===== config.mk =====
export PLATFORM = sky130hd
export DESIGN_NAME = insn_encode
export DESIGN_NICKNAME = d
export VERILOG_FILES = /design/src/rtl/insn_encode.sv
export SDC_FILE = /design/constraint.sdc
export NUM_CORES = 1
export LEC_CHECK = 0
export CAP_MARGIN = 25
export CORE_MARGIN = 1
export CORE_UTILIZATION = 35
export CTS_BUF_LIST = sky130_fd_sc_hd__clkbuf_2 sky130_fd_sc_hd__clkbuf_4 sky130_fd_sc_hd__clkbuf_8
export DETAILED_ROUTE_END_ITERATION = 12
export PLACE_DENSITY = 0.66
export SYNTH_ARGS = -nofsm -noshare
export SYNTH_HDL_FRONTEND = slang
export SYNTH_SLANG_ARGS = --single-unit

===== constraint.sdc =====
create_clock -name clk -period 9.9 [get_ports clk]
set_clock_uncertainty 0.05 [all_clocks]
set_input_delay 1.98 -clock clk [delete_from_list [all_inputs] [get_ports clk]]
set_output_delay 1.98 -clock clk [all_outputs]
set_load 0.05 [all_outputs]

===== src/rtl/insn_encode.sv =====
// RV32I instruction encoder: packs decoded fields into 32-bit words, tags each with
// a sequential word address and buffers them in a 2-entry registered FIFO.
module insn_encode #(
    parameter int AW = 10
) (
    input  logic          clk,
    input  logic          rst,
    input  logic          in_valid,
    output logic          in_ready,
    input  logic [4:0]    opcode,
    input  logic [3:0]    alu_op,
    input  logic [4:0]    rd,
    input  logic [4:0]    rs1,
    input  logic [4:0]    rs2,
    input  logic [31:0]   imm,
    output logic          out_valid,
    input  logic          out_ready,
    output logic [31:0]   out_insn,
    output logic [AW-1:0] out_addr,
    output logic          err,
    output logic [7:0]    err_cnt
);

    localparam logic [4:0] OPC_LOAD   = 5'b00000;
    localparam logic [4:0] OPC_OP_IMM = 5'b00100;
    localparam logic [4:0] OPC_AUIPC  = 5'b00101;
    localparam logic [4:0] OPC_STORE  = 5'b01000;
    localparam logic [4:0] OPC_OP     = 5'b01100;
    localparam logic [4:0] OPC_LUI    = 5'b01101;
    localparam logic [4:0] OPC_BRANCH = 5'b11000;
    localparam logic [4:0] OPC_JALR   = 5'b11001;
    localparam logic [4:0] OPC_JAL    = 5'b11011;

    logic [2:0]    funct3;
    logic [6:0]    funct7;
    logic [31:0]   word;
    logic          drop;
    logic          accept;
    logic          push;
    logic          pop;

    logic [31:0]   mem_insn [2];
    logic [AW-1:0] mem_addr [2];
    logic          rd_ptr;
    logic          wr_ptr;
    logic [1:0]    count;
    logic [AW-1:0] addr_cnt;

    assign funct3 = alu_op[2:0];
    assign funct7 = {1'b0, alu_op[3], 5'b00000};

    always_comb begin
        word = '0;
        drop = 1'b0;
        case (opcode)
            OPC_OP: word = {funct7, rs2, rs1, funct3, rd, opcode, 2'b11};
            OPC_OP_IMM: begin
                // Shift-immediates carry funct7 in the upper bits, only shamt in [24:20]
                if (funct3 == 3'b001 || funct3 == 3'b101)
                    word = {funct7, imm[4:0], rs1, funct3, rd, opcode, 2'b11};
                else
                    word = {imm[11:0], rs1, funct3, rd, opcode, 2'b11};
            end
            OPC_LOAD: word = {imm[11:0], rs1, funct3, rd, opcode, 2'b11};
            OPC_JALR: begin
                word = {imm[11:0], rs1, funct3, rd, opcode, 2'b11};
                drop = (funct3 != 3'b000);
            end
            OPC_STORE: word = {imm[11:5], rs2, rs1, funct3, imm[4:0], opcode, 2'b11};
            OPC_BRANCH: begin
                word = {imm[12], imm[10:5], rs2, rs1, funct3, imm[4:1], imm[11], opcode, 2'b11};
                drop = imm[0];
            end
            OPC_LUI, OPC_AUIPC: word = {imm[31:12], rd, opcode, 2'b11};
            OPC_JAL: begin
                word = {imm[20], imm[10:1], imm[11], imm[19:12], rd, opcode, 2'b11};
                drop = imm[0];
            end
            default: drop = 1'b1;
        endcase
    end

    // in_ready depends only on the registered count, never on out_ready
    assign in_ready  = (count != 2'd2);
    assign out_valid = (count != 2'd0);
    assign out_insn  = mem_insn[rd_ptr];
    assign out_addr  = mem_addr[rd_ptr];

    assign accept = in_valid && in_ready;
    assign push   = accept && !drop;
    assign pop    = out_valid && out_ready;

    always_ff @(posedge clk) begin
        if (rst) begin
            mem_insn[0] <= '0;
            mem_insn[1] <= '0;
            mem_addr[0] <= '0;
            mem_addr[1] <= '0;
            rd_ptr      <= 1'b0;
            wr_ptr      <= 1'b0;
            count       <= 2'd0;
            addr_cnt    <= '0;
            err         <= 1'b0;
            err_cnt     <= 8'd0;
        end else begin
            if (push) begin
                mem_insn[wr_ptr] <= word;
                mem_addr[wr_ptr] <= addr_cnt;
                wr_ptr           <= ~wr_ptr;
                addr_cnt         <= addr_cnt + 1'b1;
            end
            if (pop)
                rd_ptr <= ~rd_ptr;
            case ({push, pop})
                2'b10:   count <= count + 2'd1;
                2'b01:   count <= count - 2'd1;
                default: count <= count;
            endcase
            // Dropped sets still complete the handshake but leave no trace in the FIFO
            if (accept && drop) begin
                err <= 1'b1;
                if (err_cnt != 8'hFF)
                    err_cnt <= err_cnt + 8'd1;
            end
        end
    end

endmodule


# Word level (Yosys, flattened, before mapping)
# Memories as Yosys holds them, arrays and structs flattened. A register that Yosys moved wholly into a read port is not among the register bits.
# Index checks and enable logic that the tools add are counted.
# Widths: inputs -> output; s select.
dict set report word_totals {
  ff_bits 23
  mem_bits_rw 84
  input_bits 60
  out_inout_bits 53
  memories 2
}
dict set report classes {
  add_sub_neg 4
  eq_ne 14
  n_mux 19
  bitwise 2
  n_reduce_logical 17
}
# memory depth width read_ports rd_clocked_by_memory_dff write_ports line
set mem_list {}
lappend mem_list {mem_insn 2 32 1 1 2 42} ;# logic [31:0] mem_insn [2];
lappend mem_list {mem_addr 2 10 1 1 2 43} ;# logic [AW-1:0] mem_addr [2];
# operator n
set op_table {}
lappend op_table {{$pmux 32 s7} 1}
lappend op_table {{$mux 32} 2}
lappend op_table {{$reduce_or 32->1} 1}
lappend op_table {{$eq 5x4->1 const B} 3}
lappend op_table {{$eq 5x5->1 const B} 3}
lappend op_table {{$mux 1} 13}
lappend op_table {{$add 10x1->10 const B} 1}
lappend op_table {{$eq 5x3->1 const B} 2}
lappend op_table {{$mux 10} 1}
lappend op_table {{$reduce_or 10->1} 1}
lappend op_table {{$add 8x1->8 const B} 1}
lappend op_table {{$ne 8x8->1 const B} 1}
lappend op_table {{$reduce_or 2->1} 3}
lappend op_table {{$reduce_or 6->1} 1}
lappend op_table {{$logic_not 5->1} 1}
lappend op_table {{$logic_and 1x1->1} 4}
lappend op_table {{$pmux 2 s2} 1}
lappend op_table {{$reduce_bool 2->1} 2}
lappend op_table {{$eq 3x1->1 const B} 1}
lappend op_table {{$eq 3x3->1 const B} 1}
lappend op_table {{$pmux 1 s3} 1}
lappend op_table {{$reduce_bool 3->1} 1}
lappend op_table {{$add 2x1->2 const B} 1}
lappend op_table {{$eq 2x1->1 const B} 1}
lappend op_table {{7 further kinds} 8}

# Logic depth before layout (Yosys ltp)
# Gate-level depths: netlist of the first run.
dict set report logic_depth {
  word_depth 10
  depth_mapped 10
}

# Worst setup path before layout of the first run
# OpenSTA, ideal clock, no wires.
dict set report synth_timing {
  path_kind {input to register}
  startpoint {input opcode[0]}
  endpoint {memory mem_addr[0][0] (enable)}
  arrival_ps 5085
  required_time_ps 9402
  setup_slack_ps 4316
  stages 7
  n_path_buf 3
  path_cell_list {buf_4 or4b_1 o211ai_2 o211ai_4 buf_6 clkbuf_1 o21bai_1}
}
# item line
set synth_rtl {}
lappend synth_rtl {{from (decl)} 10} ;# input logic [4:0] opcode,
lappend synth_rtl {{to (decl)} 43}

==> reports/metrics.csv, run 1 <==
stage,metric,value,unit
clocking,Setup Buffers After CTS,0,
floorplanning,die width,124,um
power,Pwr Density,162,nW/um^2
routing,Detail Route Antenna Nets,0,
synthesis,asr flop ratio synth,0,%
timing,worst-margin pin slew,0.707,ns
clocking,Root Buffer,clkbuf_8,
worst_setup_path,worst-path fanout max,32,
clocking,clock-pin slew on the worst setup and hold paths,0.10,ns
synthesis,post-synthesis sequential area ratio,56.9,%
layout,Reg area,2940,um^2
clocking,CTS Hold Bufs,0,
placement,Placed Area,6390,um^2
layout,Area growth syn-to-layout,28.4,%
routing,Initial DRC Count,292,
floorplanning,total die area,15300,um^2
run_status,status,"finished, final reports clean",
min_path,Min-Delay Path Class,flop to flop,
timing,Max Fclk,198,MHz
routing,vias per cell,5.07,
synthesis,"EDFF count, synth",82,
synthesis,Syn Nets,521,
job,MaxCap Viol Count,0,
worst_setup_path,Worst path slowest cell,clkdlybuf4s50_1,
synthesis,Synth Instances,458,
worst_setup_path,Critical Path Sink Type,flop,
synthesis,Yosys cell types,53,
clocking,Num Clock Sinks,106,
floorplanning,die height,124,um
global_route,first-pass GRT wire length,18600,um
timing,Min Hold Slack,0.440,ns
routing,met3 WL post-DR,648,um
routing,final wirelength,12200,um
routing,DR pass1 iterations,5,
global_route,vias in the first global route,3698,
power,Leakage,2.26,nW
worst_setup_path,startpoint types,input pin,
routing,M1 wire length,5360,um
timing,endpoints failing hold,0,
floorplanning,# rows,44,
synthesis,Post-Syn Area,5170,um^2
global_route,initial antenna violation count,0,
layout,"leading cell type in the layout, fill and taps excluded",clkdlybuf4s50_1,
routing,DR vias,3781,
timing,RSZ-0062 raised after global routing,no,
global_route,total grt overflow,0,
layout,Final Util,45.9,%
timing,"Setup violations, final",0,
routing,Max Used Layer,met4,
clocking,Max clock buf depth,2,
synthesis,Yosys reg bits,106,
layout,"commonest non-fill, non-tap cells in the layout","clkdlybuf4s50_1, edfxtp_1, nor2_1",
layout,share of cells above drive strength 1,14.1,%
worst_setup_path,critical path's largest stage delay,0.81,ns
worst_setup_path,WS Path Type,input pin to flop,
floorplanning,Initial Util,35.7,%
floorplanning,I/O pin total,113,
routing,met2 wire len,6010,um
routing,average wire per standard cell,16.4,um
layout,antenna cell count,0,
timing,minimum clock period,5.05,ns
clocking,worst skew pair latency,0.36,ns
layout,Multi-input gate area,2020,um^2
synthesis,Yosys warnings,0,
clocking,CTS buffer count,9,
layout,Fillers,1317,
timing,max-slew violation count,0,
layout,Final nets,620,
floorplanning,Core ar.,14500,um^2
worst_setup_path,Worst Path Buf+Inv,3,
global_route,gr usage total,16.2,%
timing,sum of negative setup slack,0,ns
timing,fin crit share,51.0,%
placement,GP Congestion,0.858,
worst_setup_path,Top delay family on crit path,simple AND/OR/NAND/NOR gates,
clocking,CTS tree,yes,
worst_setup_path,crit path DAT,5.07,ns
worst_setup_path,WP data required,9.92,ns
synthesis,synthesized area per cell,11.3,um^2
worst_setup_path,crit path cell chain,clkdlybuf4s50_1 -> or4b_1 -> o211ai_2 -> o211ai_4 -> or3b_1 -> buf_4 -> nand2b_2 -> buf_12,
layout,fin area,6640,um^2
timing,Max-slew headroom,52.8,%
power,Max VDD drop,82.8,uV
global_route,largest net degree at the start of global routing,42,
placement,post-detail-place hpwl,8390,um
routing,total DRC errors in the routed layout,0,
synthesis,ys flop type,edfxtp_1,
clocking,Resized Gates After CTS,0,
clocking,H-tree depth,3,
placement,port bufs,112,
[stage by stage]
stage / std cells / power [W] / setup slack (ns)
after floorplan: 458 / 0.000713 / 4.32
after detailed placement: 726 / 0.000812 / 4.18
after global routing: 746 / 0.00112 / 4.66
after CTS: 742 / 0.00108 / 4.58
final: 746 / 0.00108 / 4.85
after global placement: 726 / 0.000811 / 4.25
[flip-flops by register name, indices dropped and copies added, names as in the netlist, named ones only]
register / cells
mem_addr: 20
wr_ptr: 1
mem_insn: 62
err_cnt: 8
rd_ptr: 1
count: 2
addr_cnt: 10
err: 1
[power by group]
part	internal, W	switching [W]
sequential	0.000499	0.0000122
combinational	0.000116	0.000178
clock	0.000119	0.000153
total	0.000734	0.000343
[synthesized netlist by cell type, types with 2 or more instances]
cell type,instances,share of area [%]
or3_1,9,1.1
inv_2,2,0.15
a31oi_1,4,0.48
ha_1,3,0.73
xor2_1,3,0.51
xnor2_1,2,0.34
or4_1,7,1.0
nand2_1,29,2.1
o2bb2ai_1,2,0.34
a21boi_1,2,0.29
o31ai_1,6,0.87
mux2_2,43,9.4
a31oi_2,4,0.97
clkbuf_1,15,1.1
nor3_1,2,0.19
nand4_1,3,0.36
nor2_1,72,5.2
nor2b_1,4,0.48
nand3_1,10,0.97
buf_2,9,0.87
o21ai_0,13,1.3
and2_1,22,2.7
buf_4,2,0.29
buf_6,5,1.1
a221oi_1,2,0.34
and3_1,4,0.48
a22oi_1,17,2.5
nand2b_1,7,0.85
inv_1,10,0.73
a21oi_1,18,1.7
edfxtp_1,82,48
dfxtp_1,24,9.3
[tightest hold or removal path, stage by stage (launching register included)]
cell and delay (ns):
dfxtp_1 0.34, a21oi_1 0.04, nor2_1 0.07
[per-layer routing]
layer  track usage, %  vias up
met3             2.77       12
met1             20.4     1804
met4             5.87        0
li1                 -     1861
met5                0        -
met2             27.8      104
[cell families after synthesis]
family,after synthesis,share of synthesized area (%)
and+or+nand+nor,177,16.8
DFF,106,56.9
AOI/OAI and AO/OA,79,10.9
buffers and inverters,44,4.28
muxes,44,9.56
xor gates and xnor gates,5,0.847
adders and majority gates,3,0.726
[layout make-up]
cell class / instances / area share (%)
Clock buffer: 9 / 1.87
Clock inverter: 7 / 1.15
Inverter: 12 / 0.678
Multi-Input combinational cell: 308 / 30.4
Sequential cell: 106 / 44.3
Tap cell: 184 / 3.47
Timing Repair Buffer: 120 / 18.1
[final timing paths]
check	start	end	slack, ns	cells after the start
setup / recovery	opcode[0]	mem_insn[1][11]	4.85	8
hold / removal	err	err	0.44	2
setup reg to reg	count[0]	mem_insn[1][11]	7.12	7
hold reg to reg	err	err	0.44	2
(Power assumes the default switching activity.)
==> run 2: changes to the inputs <==
==> constraint.sdc (replaced) <==
create_clock -name clk -period 4.73 [get_ports clk]
set_clock_uncertainty 0.05 [all_clocks]
set_input_delay 0.946 -clock clk [delete_from_list [all_inputs] [get_ports clk]]
set_output_delay 0.946 -clock clk [all_outputs]
set_load 0.05 [all_outputs]
==> run 2 against run 1 <==
Largest cell class unchanged. Register-to-register slack worse by 4.9 ns. Combinational power up 110%. Routed wire length up 2.5%. Via count up 1.3%. Clock power up 110%. Critical path depth down 1. Critical path type unchanged.
==> reports/metrics.csv, run 2 (same netlist as run 1, synthesis figures left out) <==
stage,metric,value,unit
worst_setup_path,reg2reg setup slack,2.19,ns
timing,Max Fclk,268,MHz
routing,Initial DRC Count,282,
layout,antenna cell count,0,
clocking,Root Buffer,clkbuf_8,
layout,"leading cell type in the layout, fill and taps excluded",clkdlybuf4s50_1,
clocking,CTS buffer count,9,
routing,average wire per standard cell,16.8,um
worst_setup_path,WP data required,4.77,ns
clocking,CTS Hold Bufs,0,
min_path,Worst Hold Path EP,err_cnt[6],
min_path,Min-Delay Path Class,flop to flop,
timing,RSZ-0062 raised after global routing,no,
power,Pwr Density,338,nW/um^2
global_route,total grt overflow,0,
routing,DR pass1 iterations,4,
timing,minimum clock period,3.73,ns
floorplanning,die width,124,um
layout,share of cells above drive strength 1,14.1,%
routing,total DRC errors in the routed layout,0,
global_route,first-pass GRT wire length,19100,um
layout,largest register by flop count,mem_insn,
clocking,Max clock buf depth,2,
clocking,worst skew pair latency,0.38,ns
job,MaxCap Viol Count,0,
layout,"commonest non-fill, non-tap cells in the layout","clkdlybuf4s50_1, edfxtp_1, nor2_1",
floorplanning,Initial Util,35.7,%
layout,Fillers,1356,
routing,DR vias,3831,
clocking,CTS tree,yes,
clocking,Num Clock Sinks,106,
floorplanning,Core ar.,14500,um^2
clocking,clock-pin slew on the worst setup and hold paths,0.09,ns
global_route,initial antenna violation count,0,
worst_setup_path,critical path's largest stage delay,0.68,ns
min_path,Hold Path Cell Cnt,2,
timing,PnR worst setup slack,1.00,ns
power,Max VDD drop,121,uV
worst_setup_path,WS Path Type,input pin to flop,
layout,Final Util,46.0,%
global_route,largest net degree at the start of global routing,42,
layout,Final nets,620,
floorplanning,die height,124,um
run_status,status,"finished, final reports clean",
clocking,H-tree depth,3,
timing,sum of negative setup slack,0,ns
worst_setup_path,reg2reg path depth,6,
timing,"Setup violations, final",0,
worst_setup_path,crit path cell chain,clkdlybuf4s50_1 -> and3b_1 -> a21boi_1 -> o211ai_4 -> or3b_1 -> nand2b_2 -> buf_12,
min_path,Min-Delay Startpoint,err_cnt[6],
worst_setup_path,startpoint types,input pin,
routing,Detail Route Antenna Nets,0,
clocking,Setup Buffers After CTS,0,
timing,worst-margin pin slew,0.954,ns
layout,biggest registers after layout,"mem_insn x62, mem_addr x20, addr_cnt x10",
worst_setup_path,crit path DAT,3.76,ns
placement,pre-CTS setup slack,0.600,ns
floorplanning,I/O pin total,113,
layout,Area growth syn-to-layout,28.7,%
worst_setup_path,Worst path slowest cell,clkdlybuf4s50_1,
global_route,gr usage total,16.7,%
layout,number of flip-flops in the largest register,62,
worst_setup_path,worst-path fanout max,26,
worst_setup_path,FF-to-FF Start,count[0],
worst_setup_path,Critical Path Sink Type,flop,
worst_setup_path,reg2reg end,mem_insn[1][8],
timing,endpoints failing hold,0,
clocking,Resized Gates After CTS,0,
timing,Max-slew headroom,35.7,%
placement,port bufs,112,
routing,final wirelength,12500,um
floorplanning,total die area,15300,um^2
timing,fin crit share,78.8,%
placement,post-detail-place hpwl,8770,um
routing,vias per cell,5.14,
power,Leakage,2.27,nW
timing,max-slew violation count,0,
floorplanning,# rows,44,
placement,GP Congestion,0.872,
global_route,vias in the first global route,3846,
==> run 2: worst max path at each step <==
stage | slack (ns) | cells after the start | to | start
floorplan | 0.18 | 7 | mem_addr[0][0] | opcode[0]
global placement | 0.69 | 7 | mem_insn[1][7] | opcode[4]
detailed placement | 0.60 | 7 | mem_insn[1][10] | opcode[4]
CTS | 1.01 | 7 | mem_insn[1][21] | opcode[4]
global route | 0.83 | 7 | mem_insn[1][4] | opcode[4]
finish | 1.00 | 7 | mem_insn[1][8] | opcode[4]
==> run 2: cell type report <==
type,count,area (um^2),area share (%)
multi-input combinational,308,2020,30.4
inverter,12,45.0,0.677
timing repair buffer,120,1220,18.3
clock inverter,6,65.1,0.978
clock buffer,10,131,1.97
tap,184,230,3.46
sequential,106,2940,44.2
==> run 2: report_power, final <==
group	total [W]	leakage [nW]	switching [W]	internal [W]
combinational	0.000617	1.12	0.000373	0.000244
sequential	0.00107	1.05	0.0000277	0.00104
clock	0.000562	0.102	0.000310	0.000252
==> run 2: critical path: cells and delay by family <==
family                 cells  cell delay (ns)
AND/OR/NAND/NOR            3             1.20
AO/OA/AOI/OAI              2             0.66
buffers and inverters      2             0.94
==> run 2: per-stage QoR <==
| step | instance area [um^2] | hold WS (ns) | total power [W] | instances |
|---|---|---|---|---|
| floorplan | 5170 | 0.406 | 0.00149 | 458 |
| global route | 6660 | 0.475 | 0.00234 | 746 |
| finish | 6660 | 0.438 | 0.00225 | 746 |
| detailed placement | 6440 | 0.419 | 0.00171 | 729 |
| global placement | 6440 | 0.414 | 0.00170 | 729 |
| CTS | 6640 | 0.438 | 0.00226 | 745 |
==> run 2: metal layers <==
layer,routed length [um],GRT usage (%),up-vias
met4,244,6.17,0
met5,0,0,-
met1,5470,20.9,1851
met3,613,3.18,15
li1,-,-,1860
met2,6200,28.7,105
